==> config.mk <==
export PLATFORM = sky130hd
export DESIGN_NAME = kara_seq_mult_ctrl
export DESIGN_NICKNAME = d
export VERILOG_FILES = /design/src/rtl/kara_pkg.sv /design/src/rtl/gf2_clmul_core.sv /design/src/rtl/kara_seq_mult_ctrl.sv
export SDC_FILE = /design/constraint.sdc
export NUM_CORES = 1
export LEC_CHECK = 0
export ABC_AREA = 1
export CAP_MARGIN = 20
export CORE_ASPECT_RATIO = 0.5
export CORE_MARGIN = 8
export CORE_UTILIZATION = 55
export DETAILED_ROUTE_END_ITERATION = 8
export MAX_ROUTING_LAYER = met4
export PLACE_DENSITY = 0.8
export REMOVE_ABC_BUFFERS = 1
export SLEW_MARGIN = 30
export SYNTH_ARGS = -nofsm -noshare
export SYNTH_HDL_FRONTEND = slang
export SYNTH_HIERARCHICAL = 1
export SYNTH_SLANG_ARGS = --single-unit
==> constraint.sdc <==
create_clock -name clk -period 3.5 [get_ports clk]
set_input_delay 0.35 -clock clk [delete_from_list [all_inputs] [get_ports clk]]
set_output_delay 0.35 -clock clk [all_outputs]
set_load 0.01 [all_outputs]
==> src/rtl/kara_pkg.sv <==
// Shared widths, FSM state type and the Karatsuba overlap combine for kara_seq_mult_ctrl.
package kara_pkg;

    localparam int unsigned KARA_M = 6;
    localparam int unsigned OPW    = 2 * KARA_M;
    localparam int unsigned PPW    = 2 * KARA_M - 1;
    localparam int unsigned RW     = 4 * KARA_M - 1;

    typedef enum logic [2:0] {
        StIdle,
        StMulLo,
        StMulHi,
        StMulMid,
        StDone
    } kara_state_t;

    // The middle term is recovered as P_mid ^ P_lo ^ P_hi, because subtraction over GF(2) is XOR.
    function automatic logic [RW-1:0] kara_combine(input logic [PPW-1:0] p_lo,
                                                   input logic [PPW-1:0] p_hi,
                                                   input logic [PPW-1:0] p_mid);
        logic [RW-1:0] w_lo;
        logic [RW-1:0] w_mid;
        logic [RW-1:0] w_hi;
        w_lo  = {{(RW - PPW){1'b0}}, p_lo};
        w_mid = {{(RW - PPW){1'b0}}, p_mid ^ p_lo ^ p_hi};
        w_hi  = {{(RW - PPW){1'b0}}, p_hi};
        return w_lo ^ (w_mid << KARA_M) ^ (w_hi << OPW);
    endfunction

endpackage

==> src/rtl/gf2_clmul_core.sv <==
// Combinational M x M carry-less (GF(2)) multiplier built as an AND/XOR array.
module gf2_clmul_core #(
    parameter int unsigned M = 6
) (
    input  logic [M-1:0]   i_a,
    input  logic [M-1:0]   i_b,
    output logic [2*M-2:0] o_p
);

    logic [2*M-2:0] w_a_ext;

    assign w_a_ext = {{(M - 1){1'b0}}, i_a};

    always_comb begin
        o_p = '0;
        for (int i = 0; i < M; i++) begin
            if (i_b[i]) begin
                o_p = o_p ^ (w_a_ext << i);
            end
        end
    end

endmodule

==> src/rtl/kara_seq_mult_ctrl.sv <==
// Sequential one-level Karatsuba GF(2) multiplier sharing one M x M core over three states.
// Optional KARA_ZERO_SKIP_EN: a zero operand goes straight from IDLE to DONE with a zero product.
module kara_seq_mult_ctrl
    import kara_pkg::*;
#(
    parameter int unsigned M = KARA_M
) (
    input  logic           clk,
    input  logic           rst_n,
    input  logic           in_valid,
    output logic           in_ready,
    input  logic [OPW-1:0] a_in,
    input  logic [OPW-1:0] b_in,
    output logic           out_valid,
    input  logic           out_ready,
    output logic [RW-1:0]  c_out,
    output logic           busy
);

    kara_state_t    r_state;
    kara_state_t    w_state_d;
    logic [OPW-1:0] r_a;
    logic [OPW-1:0] r_b;
    logic [PPW-1:0] r_p_lo;
    logic [PPW-1:0] r_p_hi;
    logic [RW-1:0]  r_c;
    logic [M-1:0]   w_core_a;
    logic [M-1:0]   w_core_b;
    logic [PPW-1:0] w_core_p;
    logic           w_zero_op;

`ifdef KARA_ZERO_SKIP_EN
    assign w_zero_op = (a_in == '0) || (b_in == '0);
`else
    assign w_zero_op = 1'b0;
`endif

    gf2_clmul_core #(
        .M (M)
    ) u_core (
        .i_a (w_core_a),
        .i_b (w_core_b),
        .o_p (w_core_p)
    );

    // Core operand select depends only on state; idle states feed zeros to keep the array quiet.
    always_comb begin
        w_state_d = r_state;
        w_core_a  = '0;
        w_core_b  = '0;
        unique case (r_state)
            StIdle: begin
                if (in_valid) begin
                    w_state_d = w_zero_op ? StDone : StMulLo;
                end
            end
            StMulLo: begin
                w_core_a  = r_a[M-1:0];
                w_core_b  = r_b[M-1:0];
                w_state_d = StMulHi;
            end
            StMulHi: begin
                w_core_a  = r_a[OPW-1:M];
                w_core_b  = r_b[OPW-1:M];
                w_state_d = StMulMid;
            end
            StMulMid: begin
                w_core_a  = r_a[M-1:0] ^ r_a[OPW-1:M];
                w_core_b  = r_b[M-1:0] ^ r_b[OPW-1:M];
                w_state_d = StDone;
            end
            StDone: begin
                if (out_ready) begin
                    w_state_d = StIdle;
                end
            end
            default: w_state_d = StIdle;
        endcase
    end

    always_ff @(posedge clk) begin
        if (!rst_n) begin
            r_state <= StIdle;
            r_a     <= '0;
            r_b     <= '0;
            r_p_lo  <= '0;
            r_p_hi  <= '0;
            r_c     <= '0;
        end else begin
            r_state <= w_state_d;
            unique case (r_state)
                StIdle: begin
                    if (in_valid) begin
                        r_a <= a_in;
                        r_b <= b_in;
                        if (w_zero_op) begin
                            r_c <= '0;
                        end
                    end
                end
                StMulLo:  r_p_lo <= w_core_p;
                StMulHi:  r_p_hi <= w_core_p;
                StMulMid: r_c    <= kara_combine(r_p_lo, r_p_hi, w_core_p);
                default: ;
            endcase
        end
    end

    assign in_ready  = (r_state == StIdle);
    assign out_valid = (r_state == StDone);
    assign busy      = (r_state != StIdle);
    assign c_out     = r_c;

endmodule

==> flow_results.org <==
** Timing
- Top achievable clock speed :: 357 MHz
- Final setup violating endpoints :: 0
- Clock skew on the completed layout was measured at 0.00559 ns.
- Setup repair after global routing left no endpoint under its margin.
- Slew at the pin with the worst max-slew slack :: 0.694 ns
- The number of endpoints with negative hold slack in the final report is 0.
- On the final layout, the worst hold slack is 0.481 ns.
- Time the worst path needs with I/O delays and setup :: 2.80 ns
- Headroom to the max-slew limit :: 53.7%
- For the final routed database, the setup TNS stands at 0 ns.
- Final count of pins violating max slew :: 0
- Period utilization :: 80.0%

** Worst setup path
- Worst setup path class :: reg2reg
- Critical path launch point type :: register
- Worst Setup End Kind :: register
- Of all nets on the critical path, the largest fanout is 14.
- Crit path DAT :: 3.04 ns
- Data required time at the worst endpoint :: 3.74 ns

** Logic synthesis
- Synthesized area divided by synthesized cell count :: 6.31 µm²
- Synthesis inferred 72 register bits.
- Async SR Flop Fraction :: 0%
- Most common flop cell mapped by yosys :: sky130_fd_sc_hd__dfxtp_1
- The most common cell in the synthesized netlist is sky130_fd_sc_hd__nand2_1.
- Most area-consuming cells after synthesis :: sky130_fd_sc_hd__dfxtp_1, sky130_fd_sc_hd__nand2_1, sky130_fd_sc_hd__a21oi_1
- Yosys mapped the design onto 25 distinct sky130hd cell types.
- In this run the biggest area consumer among cell types represents 35.3% of the synthesized area.
- Synth Cell Area :: 4080 µm²
- Of all cell types, the one taking the most synthesized area is sky130_fd_sc_hd__dfxtp_1.
- Sequential cells were found to cover 35.3% of the synthesized design area.
- Ys Warns :: 6
- Number of synthesized flops with an enable pin :: 0
- The commonest cells after synthesis are sky130_fd_sc_hd__nand2_1, sky130_fd_sc_hd__dfxtp_1, sky130_fd_sc_hd__inv_1, sky130_fd_sc_hd__a21oi_1, sky130_fd_sc_hd__nor2_1.
- Synthesized netlist cell count :: 647

** Clocking
- Hold buffer count at cts :: 0
- The clock passes through at most 2 buffers.
- The clock drives 72 sinks.
- CTS Buf Count :: 9
- Once the clock tree was built, the resizer swapped 0 gates to a different size.
- The later pin in the worst-skew pair is clocked with a latency of 0.34 ns.
- Clock tree root buffer cell :: sky130_fd_sc_hd__clkbuf_16
- Clock input transition at the sequential cells of the worst setup and hold paths :: 0.06 ns
- H-tree depth reported by CTS :: 3
- Setup repair bufs after CTS :: 0
- TritonCTS built the clock tree.

** Worst hold path
- In this run the worst hold path is classified as reg2reg.

** Die
- Die X-Extent :: 138 µm
- Floorplan die area :: 10,600 µm²
- The die is 76.9 µm tall.
- The initialized floorplan defines 22 standard-cell rows.
- Effective utilization at floorplan :: 56.2%
- The region available for standard cell placement spans 7270 µm².
- 54 I/O pins were placed.

** Layout
- Cells with a size suffix above 1 make up 6.07% of the layout.
- Number of nets at the end of the flow :: 715
- Final Instance Area :: 4950 µm²
- Compared with the post-synthesis result, the final layout area differs by 21.3%.
- The repair_antennas step left the layout with diodes totalling 0.
- For this run, the number of standard cells in the final layout without fillers is 788.

** Routing
- Post-detailed-routing wire length :: 9060 µm
- Routed vias :: 3,953
- Ratio of routed vias to standard cells :: 5.02
- The count of nets left with antenna violations once routing finished came out at 0.
- Router iterations before antenna repair :: 4
- DRC :: 0
- Average routed wire per standard cell :: 11.5 µm
- In this run, the number of DRC markers left after iteration 0 of detailed routing was 257.

** Global routing
- Global routing consumed, over all layers together, 18.3% of the routing resources.
- The first global-routing pass estimated 15,800 µm of wire.
- The initial antenna violation count came to 0.
- After global routing the overflow that remains totals 0.
- Entering global routing, the biggest net connects 47 pins.
- The number of global-route vias before repair came to 3,517.

** Pwr
- VDD sags by at most 261 µV.
- For this design the static power due to leakage is 2.19 nW.
- Total power :: 2.48 mW
- Power density over the cells :: 501 nW/µm²

** Run
- Max Cap Viol :: 0

** Place
- In this run, placement finished with an instance count of 771.
- Cell area after placement :: 4580 µm²
- Number of buffers inserted by port buffering :: 53
- Detailed placement ended at an HPWL of 6240 µm.
- The congestion estimate from routability-driven global placement came to 0.861.

** Run status
- The flow ran to the end, and the final reports show no timing, DRC or antenna violations.
cells by family after synthesis:
logic type | after synthesis | synth area share [%]
compound gates | 109 | 13.4
xor+xnor | 21 | 4.50
buf+inv | 95 | 10.4
flops | 72 | 35.3
simple gates | 350 | 36.5
stage by stage:
step           setup slack (ns)  util, %
6_report                  0.700     68.2
5_1_grt                   0.297     68.2
4_1_cts                   0.684     67.8
3_5_place_dp              0.704     63.1
3_3_place_gp              0.798     63.1
2_1_floorplan              1.23        -
cell usage in the layout, fill, tap and decap left out:
| cell type | synthesis | final |
|---|---|---|
| sky130_fd_sc_hd__nor3_1 | 1 | 1 |
| sky130_fd_sc_hd__nand2_4 | 2 | 2 |
| sky130_fd_sc_hd__inv_2 | 2 | 2 |
| sky130_fd_sc_hd__clkdlybuf4s50_1 | 0 | 53 |
| sky130_fd_sc_hd__buf_16 | 0 | 1 |
| sky130_fd_sc_hd__nor3b_1 | 1 | 1 |
| sky130_fd_sc_hd__xor2_1 | 10 | 10 |
| sky130_fd_sc_hd__buf_4 | 5 | 2 |
| sky130_fd_sc_hd__a21oi_1 | 61 | 61 |
| sky130_fd_sc_hd__nand3b_1 | 2 | 2 |
| sky130_fd_sc_hd__nor2_4 | 3 | 3 |
| sky130_fd_sc_hd__nand3_1 | 40 | 40 |
| sky130_fd_sc_hd__nand2_1 | 241 | 241 |
| sky130_fd_sc_hd__inv_1 | 65 | 65 |
| sky130_fd_sc_hd__nor2_1 | 45 | 45 |
| sky130_fd_sc_hd__nand3_2 | 10 | 10 |
| sky130_fd_sc_hd__clkinv_2 | 0 | 2 |
| sky130_fd_sc_hd__inv_6 | 0 | 1 |
| sky130_fd_sc_hd__dfxtp_1 | 72 | 72 |
| sky130_fd_sc_hd__o21ai_0 | 28 | 28 |
| sky130_fd_sc_hd__o21ai_1 | 20 | 20 |
| sky130_fd_sc_hd__bufinv_16 | 0 | 3 |
| sky130_fd_sc_hd__inv_4 | 1 | 1 |
| sky130_fd_sc_hd__xnor2_1 | 11 | 11 |
| sky130_fd_sc_hd__clkbuf_16 | 0 | 9 |
| sky130_fd_sc_hd__clkinv_4 | 0 | 1 |
| sky130_fd_sc_hd__nand2_2 | 5 | 5 |
routing by layer:
layer / wire, µm / GRT usage [%]
met4: 74 / 5.32
met1: 4590 / 23.6
met5: 0 / -
met2: 3910 / 27.6
met3: 473 / 4.62
flip-flops by register name, summed over array words and instances, names as in the netlist:
signal,cells
r_p_lo,11
r_a,12
r_state,3
r_p_hi,11
c_out,23
r_b,12
worst paths after layout:
kind	start	to	slack, ns	depth (start not counted)
setup / recovery	r_state[0]$_SDFFE_PN0P_	c_out[12]$_SDFFE_PN0N_	0.70	19
hold reg to reg	r_b[0]$_SDFFE_PN0P_	r_b[0]$_SDFFE_PN0P_	0.48	2
hold / removal	r_b[0]$_SDFFE_PN0P_	r_b[0]$_SDFFE_PN0P_	0.48	2
setup reg to reg	r_state[0]$_SDFFE_PN0P_	c_out[12]$_SDFFE_PN0N_	0.70	19
where the power goes:
| part | switching (mW) | internal [mW] |
|---|---|---|
| Combinational | 0.282 | 0.184 |
| Sequential | 0.0671 | 0.895 |
| Clock | 0.355 | 0.697 |
area by class of cell:
type	count	area [µm²]
Multi-Input combinational cell	480	2220
Timing Repair Buffer	56	573
Fill cell	664	2310
Sequential cell	72	1440
Clock inverter	7	118
Clock buffer	9	225
Tap cell	96	120
Inverter	68	258
critical path, stage by stage, from the launching register on:
cell and delay, ns:
sky130_fd_sc_hd__dfxtp_1 0.43, sky130_fd_sc_hd__inv_1 0.11, sky130_fd_sc_hd__nor2_4 0.29, sky130_fd_sc_hd__nand2_2 0.25, sky130_fd_sc_hd__o21ai_0 0.23, sky130_fd_sc_hd__nand2_1 0.07, sky130_fd_sc_hd__nand2_1 0.19, sky130_fd_sc_hd__nand2_1 0.15
sky130_fd_sc_hd__xnor2_1 0.21, sky130_fd_sc_hd__nand2_1 0.09, sky130_fd_sc_hd__nand2_1 0.06, sky130_fd_sc_hd__nand2_1 0.04, sky130_fd_sc_hd__nand2_1 0.18, sky130_fd_sc_hd__nand2_1 0.10, sky130_fd_sc_hd__inv_1 0.06, sky130_fd_sc_hd__nor2_1 0.04
sky130_fd_sc_hd__nand2_1 0.05, sky130_fd_sc_hd__nand3_1 0.06, sky130_fd_sc_hd__nand2_1 0.06, sky130_fd_sc_hd__inv_1 0.03
Power figures use the tool's default switching activity.
